===== src/rtl/interrupt_dispatch_controller.sv =====
// rtl/interrupt_dispatch_controller.sv - interrupt capture, vectoring, tail-chain and return sequencer
//
// Sits behind the interrupt priority encoder. A rising edge on interrupt_enable
// (seen only in IDLE) latches the prioritised handler pair and acknowledges the
// encoder. At the next instruction boundary the return PC is saved and the CPU
// is vectored to the first handler. Each rti either tail-chains to the second
// handler (when one was captured) or restores the saved PC.
//
// Ports:
//   clk                  rising-edge clock
//   rst_n                asynchronous active-low reset
//   interrupt_enable     level request from the priority encoder
//   interrupt_address    higher-priority handler address
//   interrupt_address_2  lower-priority handler address, 0 = none
//   pc_current           PC of the next instruction to execute
//   instr_boundary       CPU is between instructions (PC load is safe)
//   rti                  one-cycle pulse when a return-from-interrupt retires
//   interrupt_disable    one-cycle acknowledge pulse to the encoder
//   pc_load              one-cycle strobe: CPU loads pc_load_value
//   pc_load_value        target PC, held between strobes
//   in_service           high from first vector until the final return
//   overrun_count        saturating count of request edges dropped while busy

module interrupt_dispatch_controller #(
    parameter int addr_width    = 20,
    parameter int overrun_width = 4
) (
    input  logic                     clk,
    input  logic                     rst_n,
    input  logic                     interrupt_enable,
    input  logic [addr_width-1:0]    interrupt_address,
    input  logic [addr_width-1:0]    interrupt_address_2,
    input  logic [addr_width-1:0]    pc_current,
    input  logic                     instr_boundary,
    input  logic                     rti,
    output logic                     interrupt_disable,
    output logic                     pc_load,
    output logic [addr_width-1:0]    pc_load_value,
    output logic                     in_service,
    output logic [overrun_width-1:0] overrun_count
);

    typedef enum logic [1:0] {
        IDLE,
        WAIT_BOUNDARY,
        SERVICE1,
        SERVICE2
    } state_t;

    state_t                   state;
    state_t                   state_d;
    logic                     enable_q;
    logic [addr_width-1:0]    addr1_q;
    logic [addr_width-1:0]    addr2_q;
    logic [addr_width-1:0]    return_pc_q;

    logic [addr_width-1:0]    addr1_d;
    logic [addr_width-1:0]    addr2_d;
    logic [addr_width-1:0]    return_pc_d;
    logic                     interrupt_disable_d;
    logic                     pc_load_d;
    logic [addr_width-1:0]    pc_load_value_d;
    logic                     in_service_d;
    logic [overrun_width-1:0] overrun_count_d;

    logic                     request_edge;

    assign request_edge = interrupt_enable & ~enable_q;

    always_ff @(posedge clk or negedge rst_n) begin
        if (!rst_n) begin
            state             <= IDLE;
            enable_q          <= 1'b0;
            addr1_q           <= '0;
            addr2_q           <= '0;
            return_pc_q       <= '0;
            interrupt_disable <= 1'b0;
            pc_load           <= 1'b0;
            pc_load_value     <= '0;
            in_service        <= 1'b0;
            overrun_count     <= '0;
        end else begin
            state             <= state_d;
            enable_q          <= interrupt_enable;
            addr1_q           <= addr1_d;
            addr2_q           <= addr2_d;
            return_pc_q       <= return_pc_d;
            interrupt_disable <= interrupt_disable_d;
            pc_load           <= pc_load_d;
            pc_load_value     <= pc_load_value_d;
            in_service        <= in_service_d;
            overrun_count     <= overrun_count_d;
        end
    end

    always_comb begin
        state_d             = state;
        addr1_d             = addr1_q;
        addr2_d             = addr2_q;
        return_pc_d         = return_pc_q;
        interrupt_disable_d = 1'b0;
        pc_load_d           = 1'b0;
        pc_load_value_d     = pc_load_value;
        in_service_d        = in_service;
        overrun_count_d     = overrun_count;

        case (state)
            IDLE: begin
                if (request_edge) begin
                    addr1_d             = interrupt_address;
                    addr2_d             = interrupt_address_2;
                    interrupt_disable_d = 1'b1;
                    state_d             = WAIT_BOUNDARY;
                end
            end
            WAIT_BOUNDARY: begin
                if (instr_boundary) begin
                    return_pc_d     = pc_current;
                    pc_load_d       = 1'b1;
                    pc_load_value_d = addr1_q;
                    in_service_d    = 1'b1;
                    state_d         = SERVICE1;
                end
            end
            SERVICE1: begin
                if (rti) begin
                    pc_load_d = 1'b1;
                    if (addr2_q != '0) begin
                        pc_load_value_d = addr2_q;
                        state_d         = SERVICE2;
                    end else begin
                        pc_load_value_d = return_pc_q;
                        in_service_d    = 1'b0;
                        state_d         = IDLE;
                    end
                end
            end
            SERVICE2: begin
                if (rti) begin
                    pc_load_d       = 1'b1;
                    pc_load_value_d = return_pc_q;
                    in_service_d    = 1'b0;
                    state_d         = IDLE;
                end
            end
            default: state_d = IDLE;
        endcase

        // Any edge outside IDLE is dropped, even on the cycle an rti sends us
        // back to IDLE; its addresses are never latched.
        if (request_edge && (state != IDLE) && (overrun_count != '1)) begin
            overrun_count_d = overrun_count + 1'b1;
        end
    end

endmodule


===== config.mk =====
export PLATFORM = sky130hd
export DESIGN_NAME = interrupt_dispatch_controller
export DESIGN_NICKNAME = d
export VERILOG_FILES = /design/src/rtl/interrupt_dispatch_controller.sv
export SDC_FILE = /design/constraint.sdc
export NUM_CORES = 1
export LEC_CHECK = 0
export CAP_MARGIN = 20
export CORE_ASPECT_RATIO = 1.25
export CORE_MARGIN = 1
export CORE_UTILIZATION = 35
export DETAILED_ROUTE_END_ITERATION = 16
export DONT_BUFFER_PORTS = 1
export GPL_ROUTABILITY_DRIVEN = 1
export GPL_TIMING_DRIVEN = 1
export SYNTH_ARGS = -nofsm -noshare
export SYNTH_HDL_FRONTEND = slang
export SYNTH_SLANG_ARGS = --single-unit
export TNS_END_PERCENT = 5

===== constraint.sdc =====
create_clock -name clk -period 2.3 [get_ports clk]
set_input_delay 0.46 -clock clk [delete_from_list [all_inputs] [get_ports clk]]
set_output_delay 0.46 -clock clk [all_outputs]
set_load 0.01 [all_outputs]

After elaboration in Yosys (flattened, before gate mapping)
Index checks and enable logic that the tools add are counted.

Shift operators: 0. Reductions and logical operators: 12. Div/mod/pow operators: 0. Order comparisons: 0. Multipliers: 0. Equality and inequality tests: 9. $add $sub $neg: 1. Bitwise logic cells: 2. Mux-type cells: 21.

Operators by type and width (number): $mux 20 (4); $pmux 20 s3 (1); $reduce_bool 20->1 (1); $mux 2 (5); $ne 2x2->1 const B (5); $mux 1 (8); $pmux 2 s4 (1); $reduce_and 4->1 (2); $reduce_and 5->1 (1); $add 4x1->4 const B (1); $eq 2x2->1 const B (2); $ne 4x4->1 const B (1); $reduce_and 2->1 (2); $pmux 1 s3 (1); $reduce_bool 3->1 (1); $eq 2x1->1 const B (1); $logic_and 1x1->1 (2); $logic_not 2->1 (1); $pmux 1 s2 (1); $reduce_bool 2->1 (1); $reduce_or 2->1 (1); $and 1x1->1 (1); $not 1->1 (1).

Output and inout bits: 27. Input port bits: 65. Logic and storage cells: 55. Memory bits (read-only): 0. Register bits after elaboration: 90. Latch bits: 0. Memories: 0. Bits in writable memories: 0.

Depth between registers and ports, before layout
Gate-level depths: netlist of run 1.

Word-level depth: 4. Gate-level depth with buffers: 7. Depth with buffers taken out: 5.

Worst setup path after synthesis of run 1
OpenSTA, ideal clock, no wires.

Path type: reg2reg. From: register addr2_q[4]. To: register state[1]. Buffers on the path: 0. Data arrival time: 1.463 ns. Required time: 2.150 ns. Clock period less this slack: 1.613 ns. Cell stages (with the launch flop): 5. Setup slack: 0.687 ns. Cell sequence: dfrtp_1 -> nor4_2 -> and4_4 -> and2_1 -> o221ai_1.

Word-level cells in the longest chain between the ends: 4.

Ends and longest elaborated chain: start, declared (RTL line 54) `logic [addr_width-1:0] addr2_q;`; start signal, assigned (RTL line 86) `addr2_q <= addr2_d;`; $reduce_bool 20->1 (RTL line 128) `if (addr2_q != '0) begin`; $mux 2 (RTL line 128); $mux 2 (RTL line 126) `if (rti) begin`; $pmux 2 s4 (RTL line 107) `case (state)`; end signal, assigned (RTL line 83) `state <= state_d;`; end, declared (RTL line 50) `state_t state;`.

Every way passes these cells. The select of a mux whose other input is x is not followed. A chain may end at the register's enable or synchronous reset.

Worst setup path after layout of run 1
From: register state[0]. To: register pc_load_value[10].

Word-level cells in the longest chain between the ends: 3. Elaborated cells on any way between the ends: 9. Those cells by class: eq/ne (6); mux (1); reduce/logical (2).

Ends and longest elaborated chain: $eq 2x2->1 or $eq 2x1->1 (tied branches) (RTL line 107); $ne 2x2->1 (no source line) or $reduce_bool 3->1 (tied branches); $reduce_and 4->1 (no source line); end signal, assigned (RTL line 90) `pc_load_value <= pc_load_value_d;`; end, declared (RTL line 38) `output logic [addr_width-1:0] pc_load_value,`.

Parallel ways exist; a longest one is shown, timed or not.

==> results of run 1 <==
-- worst max-delay path, cell delays in order, from the launching register on --
cell and delay, ns:
dfrtp_1 0.64, and2_1 0.76, a221oi_1 0.22, o21ai_1 0.16, a22o_1 0.16
-- worst max path at each step --
stage	end	from	depth (start not counted)
after floorplan	state[1]$_DFFE_PN0P_	addr2_q[4]$_DFFE_PN0P_	4
after global placement	pc_load_value[0]$_DFFE_PN0P_	state[0]$_DFFE_PN0P_	4
after detailed placement	pc_load_value[10]$_DFFE_PN0P_	state[0]$_DFFE_PN0P_	4
after CTS	pc_load_value[10]$_DFFE_PN0P_	state[0]$_DFFE_PN0P_	4
after global routing	pc_load_value[10]$_DFFE_PN0P_	state[0]$_DFFE_PN0P_	4
final	pc_load_value[10]$_DFFE_PN0P_	state[0]$_DFFE_PN0P_	4
-- layout make-up --
type	count	share of cell area, %
Sequential cell	90	48.6
Multi-Input combinational cell	262	38.7
Clock buffer	12	5.32
Tap cell	138	3.73
Timing Repair Buffer	12	2.22
Clock inverter	4	1.11
Inverter	3	0.243
-- cell usage in the layout (no fill, tap or decap), drive strengths merged, types with 2 or more instances in the layout --
master / count
buf: 12
a222oi: 4
nand3: 17
nor2: 5
inv: 3
nand2: 78
xnor2: 2
a22o: 16
a31oi: 4
o21ai: 33
nor2b: 16
nor4: 5
clkbuf: 12
o21bai: 4
a21oi: 2
clkinv: 2
nand2b: 2
a221oi: 16
mux2: 41
and2: 2
o31ai: 6
dfrtp: 90
-- metal layers --
metal	vias up	global-route usage [%]	part of all wire (%)
li1	1364	-	-
met4	0	9.74	2.8
met1	1520	22.1	40
met5	-	0	0
met3	25	6.11	8.3
met2	135	29.9	49
-- flip-flops by register name, summed over array words and instances (netlist names) --
name	count
in_service	1
interrupt_disable	1
state	2
overrun_count	4
pc_load	1
pc_load_value	20
addr2_q	20
addr1_q	20
enable_q	1
return_pc_q	20
-- cell usage after synthesis (7+ instances only) --
cell	n
mux2_2	34
mux2_1	7
a221oi_1	16
o21ai_1	17
buf_2	13
dfrtp_1	90
o21ai_0	16
nand2_1	78
nand3_1	17
nor2b_1	16
clkbuf_1	11
a22o_1	16
-- power groups by stage --
stage	combinational (mW)	sequential, mW	clock [mW]
6_report	2.04	3.28	1.48
2_1_floorplan	1.69	2.94	0
4_1_cts	2.06	3.29	1.52
3_3_place_gp	1.95	3.28	0
3_5_place_dp	2.05	3.31	0
5_1_grt	2.29	3.40	1.58
-- metrics by stage --
step	util [%]	instances	hold slack (ns)	cell area [um^2]	worst slack [ns]
after floorplan	-	379	0.164	4140	0.687
after global placement	37.5	505	0.169	4330	0.478
after detailed placement	37.5	505	0.167	4330	0.325
after CTS	40.0	521	-0.204	4630	0.309
after global routing	40.0	521	-0.206	4630	0.110
final	40.0	521	-0.190	4630	0.275
-- kinds of logic (layout without fill, tap and decap cells) --
group                      count (synthesis)  after routing  synth area share, %
AOI/OAI and AO/OA                         87             87                 15.5
xor gates and xnor gates                   3              3                0.635
adders and majority gates                  1              1                0.302
buffers and inverters                     27             31                 2.84
DFF                                       90             90                 54.4
muxes                                     41             41                 11.2
and+or+nand+nor                          130            130                 15.1
==> summary.md, run 1 <==
| Metric | Value |
|---|---|
| Area Growth Syn to Fin | `11.9%` |
| Int Pwr | `4.25 mW` |
| # DRC | `0` |
| Arr. time, crit path | `2.30 ns` |
| Hold_ws | `-0.190 ns` |
| Worst-skew pair later-pin latency | `0.35 ns` |
| DIE AREA | `12300 um^2` |
| Layout Nets | `444` |
| CTS Buf Count | `9` |
| Static leakage | `1.94 nW` |
| Area of the multi-input gates | `1790 um^2` |
| Reg2Reg Capture Point | `pc_load_value[10]$_DFFE_PN0P_` |
| Fin. Hold Viols | `90` |
| WL per Instance | `21.0 um` |
| Pwr Total | `6.80 mW` |
| Max Cap Viol | `0` |
| Post-synth cell types | `37` |
| Worst Reg-to-Reg Cells | `4` |
| Post-synth EDFFs | `0` |
| Setup Fix Bufs, Post-CTS | `0` |
| Vias in the first global route | `3094` |
| Psw | `2.55 mW` |
| Clock network power share | `21.7%` |
| Number of vias per cell | `5.84` |
| Failing checks | `hold timing` |
| Core Area | `11600 um^2` |
| Post-Syn Area | `4140 um^2` |
| Clock period minus worst slack | `2.02 ns` |
| Startpoint types | `register` |
| Congestion Overflow GR | `0` |
| Slew Limit Headroom | `43.5%` |
| Top-area cell type share of the netlist area | `54.4%` |
| Sinks on Clock Net | `90` |
| Skew final | `0.00934 ns` |
| Die height | `124 um` |
| CTS tree | `done` |
| Routed via count | `3044` |
| Combinational group share of total power | `30.0%` |
| Setup TNS | `0 ns` |
| Crit Path Max Fanout | `20` |
| Reg-to-reg startpoint | `state[0]$_DFFE_PN0P_` |
| Power Density | `1470 nW/um^2` |
| Synth Net Count | `445` |
| All-Layer GR Usage | `18.6%` |
| Sequential Area | `2250 um^2` |
| Post-DP HPWL | `7420 um` |
| Pin count of the biggest net entering global routing | `91` |
| Status | `finished, violations left` |
| Resized cells post-CTS | `0` |
| Share of layout cells above drive strength 1 | `19.1%` |
| Routed Antenna Nets | `0` |
| H-tree depth | `3` |
| Largest cells by area after synthesis | `dfrtp_1 54%, mux2_2 9.3%, nand2_1 7.1%` |
| Crit share post-route | `88.0%` |
| DRT Pass-1 Iters | `7` |
| Slew at the pin closest to its max-slew limit | `0.848 ns` |
| I/O pin count | `92` |
| Post-synth top flop | `dfrtp_1` |
| Initial antenna violation count | `0` |
| Iteration-0 DRC count of the detailed router | `233` |
| N_diodes | `0` |
| Synthesis Warnings | `0` |
| Register area share after synthesis | `54.4%` |
| Area leader, netlist | `dfrtp_1` |
| Hold WC Path Type | `in2async` |
| Core Rows | `44` |
| Switching Fraction | `37.4%` |
| Worst-case vdd ir drop | `0.415 mV` |
| R2r setup slk | `0.28 ns` |
| First-pass GRT wire length | `16900 um` |
| Drt total wl | `10900 um` |
| FFs w/ async S/R, synth | `100%` |
| Achievable Freq | `494 MHz` |
| Maximum root-to-sink buffer count | `2` |
| Crit path capture type | `register` |
| Critical path class | `reg2reg` |
| Routability cong. | `0.780` |
| Slew Limit Fails | `0` |
| WP data required | `2.58 ns` |
| Setup violators final | `0` |
| Reg clk slew, reported paths | `0.07 ns` |
| Clock Tree Root | `clkbuf_16` |
| Chip width | `99.3 um` |
| Initial core utilization | `35.8%` |
| RSZ-0062 raised after global routing | `no` |
| Synthesized flop and latch total | `90` |
| Syn_area_per_cell | `10.9 um^2` |
| # fillers | `1121` |
| Synth Instances | `379` |
| Flop pwr share | `48.3%` |
| Number of port buffers | `0` |
Note: power is estimated with default switching activity, not from simulation.
==> run 2, diff against run 1 <==
--- a/config.mk
+++ b/config.mk
@@ -13,6 +13,7 @@
 export DONT_BUFFER_PORTS = 1
 export GPL_ROUTABILITY_DRIVEN = 1
 export GPL_TIMING_DRIVEN = 1
+export SLEW_MARGIN = 20
 export SYNTH_ARGS = -nofsm -noshare
 export SYNTH_HDL_FRONTEND = slang
 export SYNTH_SLANG_ARGS = --single-unit
==> results of run 2 <==
The final DEF is identical to that of run 1; final timing and power are the same.
==> run 3, diff against run 2 <==
--- a/config.mk
+++ b/config.mk
@@ -5,7 +5,8 @@
 export SDC_FILE = /design/constraint.sdc
 export NUM_CORES = 1
 export LEC_CHECK = 0
-export CAP_MARGIN = 20
+export CELL_PAD_IN_SITES_DETAIL_PLACEMENT = 0
+export CELL_PAD_IN_SITES_GLOBAL_PLACEMENT = 1
 export CORE_ASPECT_RATIO = 1.25
 export CORE_MARGIN = 1
 export CORE_UTILIZATION = 35
@@ -13,6 +14,7 @@
 export DONT_BUFFER_PORTS = 1
 export GPL_ROUTABILITY_DRIVEN = 1
 export GPL_TIMING_DRIVEN = 1
+export PLACE_DENSITY_LB_ADDON = 0.1
 export SLEW_MARGIN = 20
 export SYNTH_ARGS = -nofsm -noshare
 export SYNTH_HDL_FRONTEND = slang
==> run 3 against run 2 <==
Against the previous run:
- the flow still finishes with violations (hold timing)
- worst setup slack better by 0.032 ns
- worst hold slack better by 0.0037 ns
- register-to-register slack better by 0.03 ns
- sequential cell count stayed put
- total power is 1.4% higher
- cell count is 0.58% higher
- count of clock-buffer cells in the layout is 1 lower
- critical endpoint is now pc_load_value[12]$_DFFE_PN0P_
- largest power group unchanged
- highest routed layer unchanged
==> summary.md, run 3 (same netlist as run 1, synthesis figures left out) <==
| Metric | Value |
|---|---|
| Setup WS post-layout | `0.307 ns` |
| Failing checks | `hold timing` |
| CP Buf/Inv Count | `1` |
| Worst-skew pair later-pin latency | `0.34 ns` |
| First-pass GRT wire length | `17200 um` |
| Number of port buffers | `0` |
| Core Area | `11600 um^2` |
| Critical-path cell list | `buf_4 > nand3b_1 > a222oi_1 > o21bai_1 > o31ai_2` |
| Die height | `124 um` |
| Layout Nets | `447` |
| Hold_ws | `-0.186 ns` |
| Clock Tree Root | `clkbuf_16` |
| Leading cell types in the layout, fill and taps excluded | `90 x dfrtp_1, 78 x nand2_1, 34 x mux2_2, 17 x nand3_1, 17 x o21ai_1` |
| Slew at the pin closest to its max-slew limit | `0.946 ns` |
| Slew Limit Fails | `0` |
| Crit Path Max Fanout | `16` |
| # fillers | `1149` |
| Power Density | `1480 nW/um^2` |
| Max Cap Viol | `0` |
| Crit share post-route | `86.6%` |
| Arr. time, crit path | `2.21 ns` |
| Share of layout cells above drive strength 1 | `19.7%` |
| Commonest non-fill, non-tap cell in the layout | `dfrtp_1` |
| I/O pin count | `92` |
| Cell area after placement | `4340 um^2` |
| Final instance area | `4650 um^2` |
| CP top delay family | `compound AO/OA/AOI/OAI gates` |
| Static leakage | `1.96 nW` |
| # DRC | `0` |
| Crit path capture type | `register` |
| Reg clk slew, reported paths | `0.06 ns` |
| Area Growth Syn to Fin | `12.5%` |
| Startpoint types | `register` |
| Slowest cell delay on critical path | `0.49 ns` |
| Fin. Hold Viols | `90` |
| Routed via count | `2976` |
| Setup TNS | `0 ns` |
| Slowest cell on crit path | `dfrtp_1` |
| Resized cells post-CTS | `0` |
| Initial core utilization | `35.8%` |
| Initial antenna violation count | `0` |
| Setup Fix Bufs, Post-CTS | `0` |
| Critical path class | `reg2reg` |
| Drt total wl | `11000 um` |
| Post-DP HPWL | `7320 um` |
| DRT Pass-1 Iters | `5` |
| Worst-case vdd ir drop | `0.474 mV` |
| All-Layer GR Usage | `18.8%` |
| Hold WC Path Type | `in2async` |
| Routed Antenna Nets | `0` |
| Maximum root-to-sink buffer count | `2` |
| WL per Instance | `21.0 um` |
| Status | `finished, violations left` |
| Iteration-0 DRC count of the detailed router | `192` |
| Core Rows | `44` |
| WP data required | `2.51 ns` |
| Vias in the first global route | `2919` |
| Setup violators final | `0` |
| Skew final | `0.00534 ns` |
| N_diodes | `0` |
| Number of vias per cell | `5.68` |
| CTS tree | `done` |
| H-tree depth | `3` |
| Congestion Overflow GR | `0` |
| Chip width | `99.3 um` |
| Dpl ws | `0.383 ns` |
| Clock period minus worst slack | `1.99 ns` |
| Slew Limit Headroom | `36.9%` |
| Pin count of the biggest net entering global routing | `91` |
| CTS Buf Count | `9` |
| Sinks on Clock Net | `90` |
| DIE AREA | `12300 um^2` |
| RSZ-0062 raised after global routing | `no` |
| Achievable Freq | `502 MHz` |
| Routability cong. | `0.751` |
==> run 3: final cells by class <==
cell class                 count  area, um^2  area share (%)
timing repair buffer          15         113            2.42
multi-input combinational    262        1790            38.5
tap                          138         173            3.71
clock buffer                  11         233            5.00
inverter                       3        11.3           0.242
sequential                    90        2250            48.4
clock inverter                 5        78.8            1.69
==> run 3: power by group <==
group	switching, mW	leakage, nW	internal (mW)	total [mW]
Clock	0.613	0.153	0.951	1.56
Sequential	0.913	1.10	2.34	3.26
Combinational	1.02	0.709	1.05	2.07
==> run 3: worst reg2reg max path, cell delays in order (launching register included) <==
cell	delay (ns)
dfrtp_1	0.49
buf_4	0.26
nand3b_1	0.38
a222oi_1	0.48
o21bai_1	0.18
o31ai_2	0.08
==> run 3: final timing paths <==
check                                             start                            end  slack [ns]  depth (start not counted)
worst max-delay path               state[0]$_DFFE_PN0P_  pc_load_value[12]$_DFFE_PN0P_        0.31                          5
worst min-delay path                              rst_n    interrupt_disable$_DFF_PN0_       -0.19                          0
worst max register to register     state[0]$_DFFE_PN0P_  pc_load_value[12]$_DFFE_PN0P_        0.31                          5
worst min register to register  addr1_q[14]$_DFFE_PN0P_        addr1_q[14]$_DFFE_PN0P_        0.50                          1
max in group asynchronous                         rst_n   pc_load_value[6]$_DFFE_PN0P_        2.32                          0
min in group clk                       interrupt_enable             enable_q$_DFF_PN0_        0.15                          0
==> run 3: through the flow <==
| step | instances | total power [mW] | util (%) |
|---|---|---|---|
| floorplan | 379 | 4.63 | - |
| global placement | 508 | 5.33 | 37.6 |
| detailed placement | 508 | 5.38 | 37.6 |
| CTS | 524 | 6.98 | 40.2 |
| global route | 524 | 7.36 | 40.2 |
| finish | 524 | 6.89 | 40.2 |
==> run 3: layer usage <==
layer	up-vias	share of wire, %	GRT usage (%)
met4	0	1.7	7.90
met3	12	5.6	3.67
li1	1377	-	-
met1	1480	45	25.4
met5	-	0	0
met2	107	47	29.6
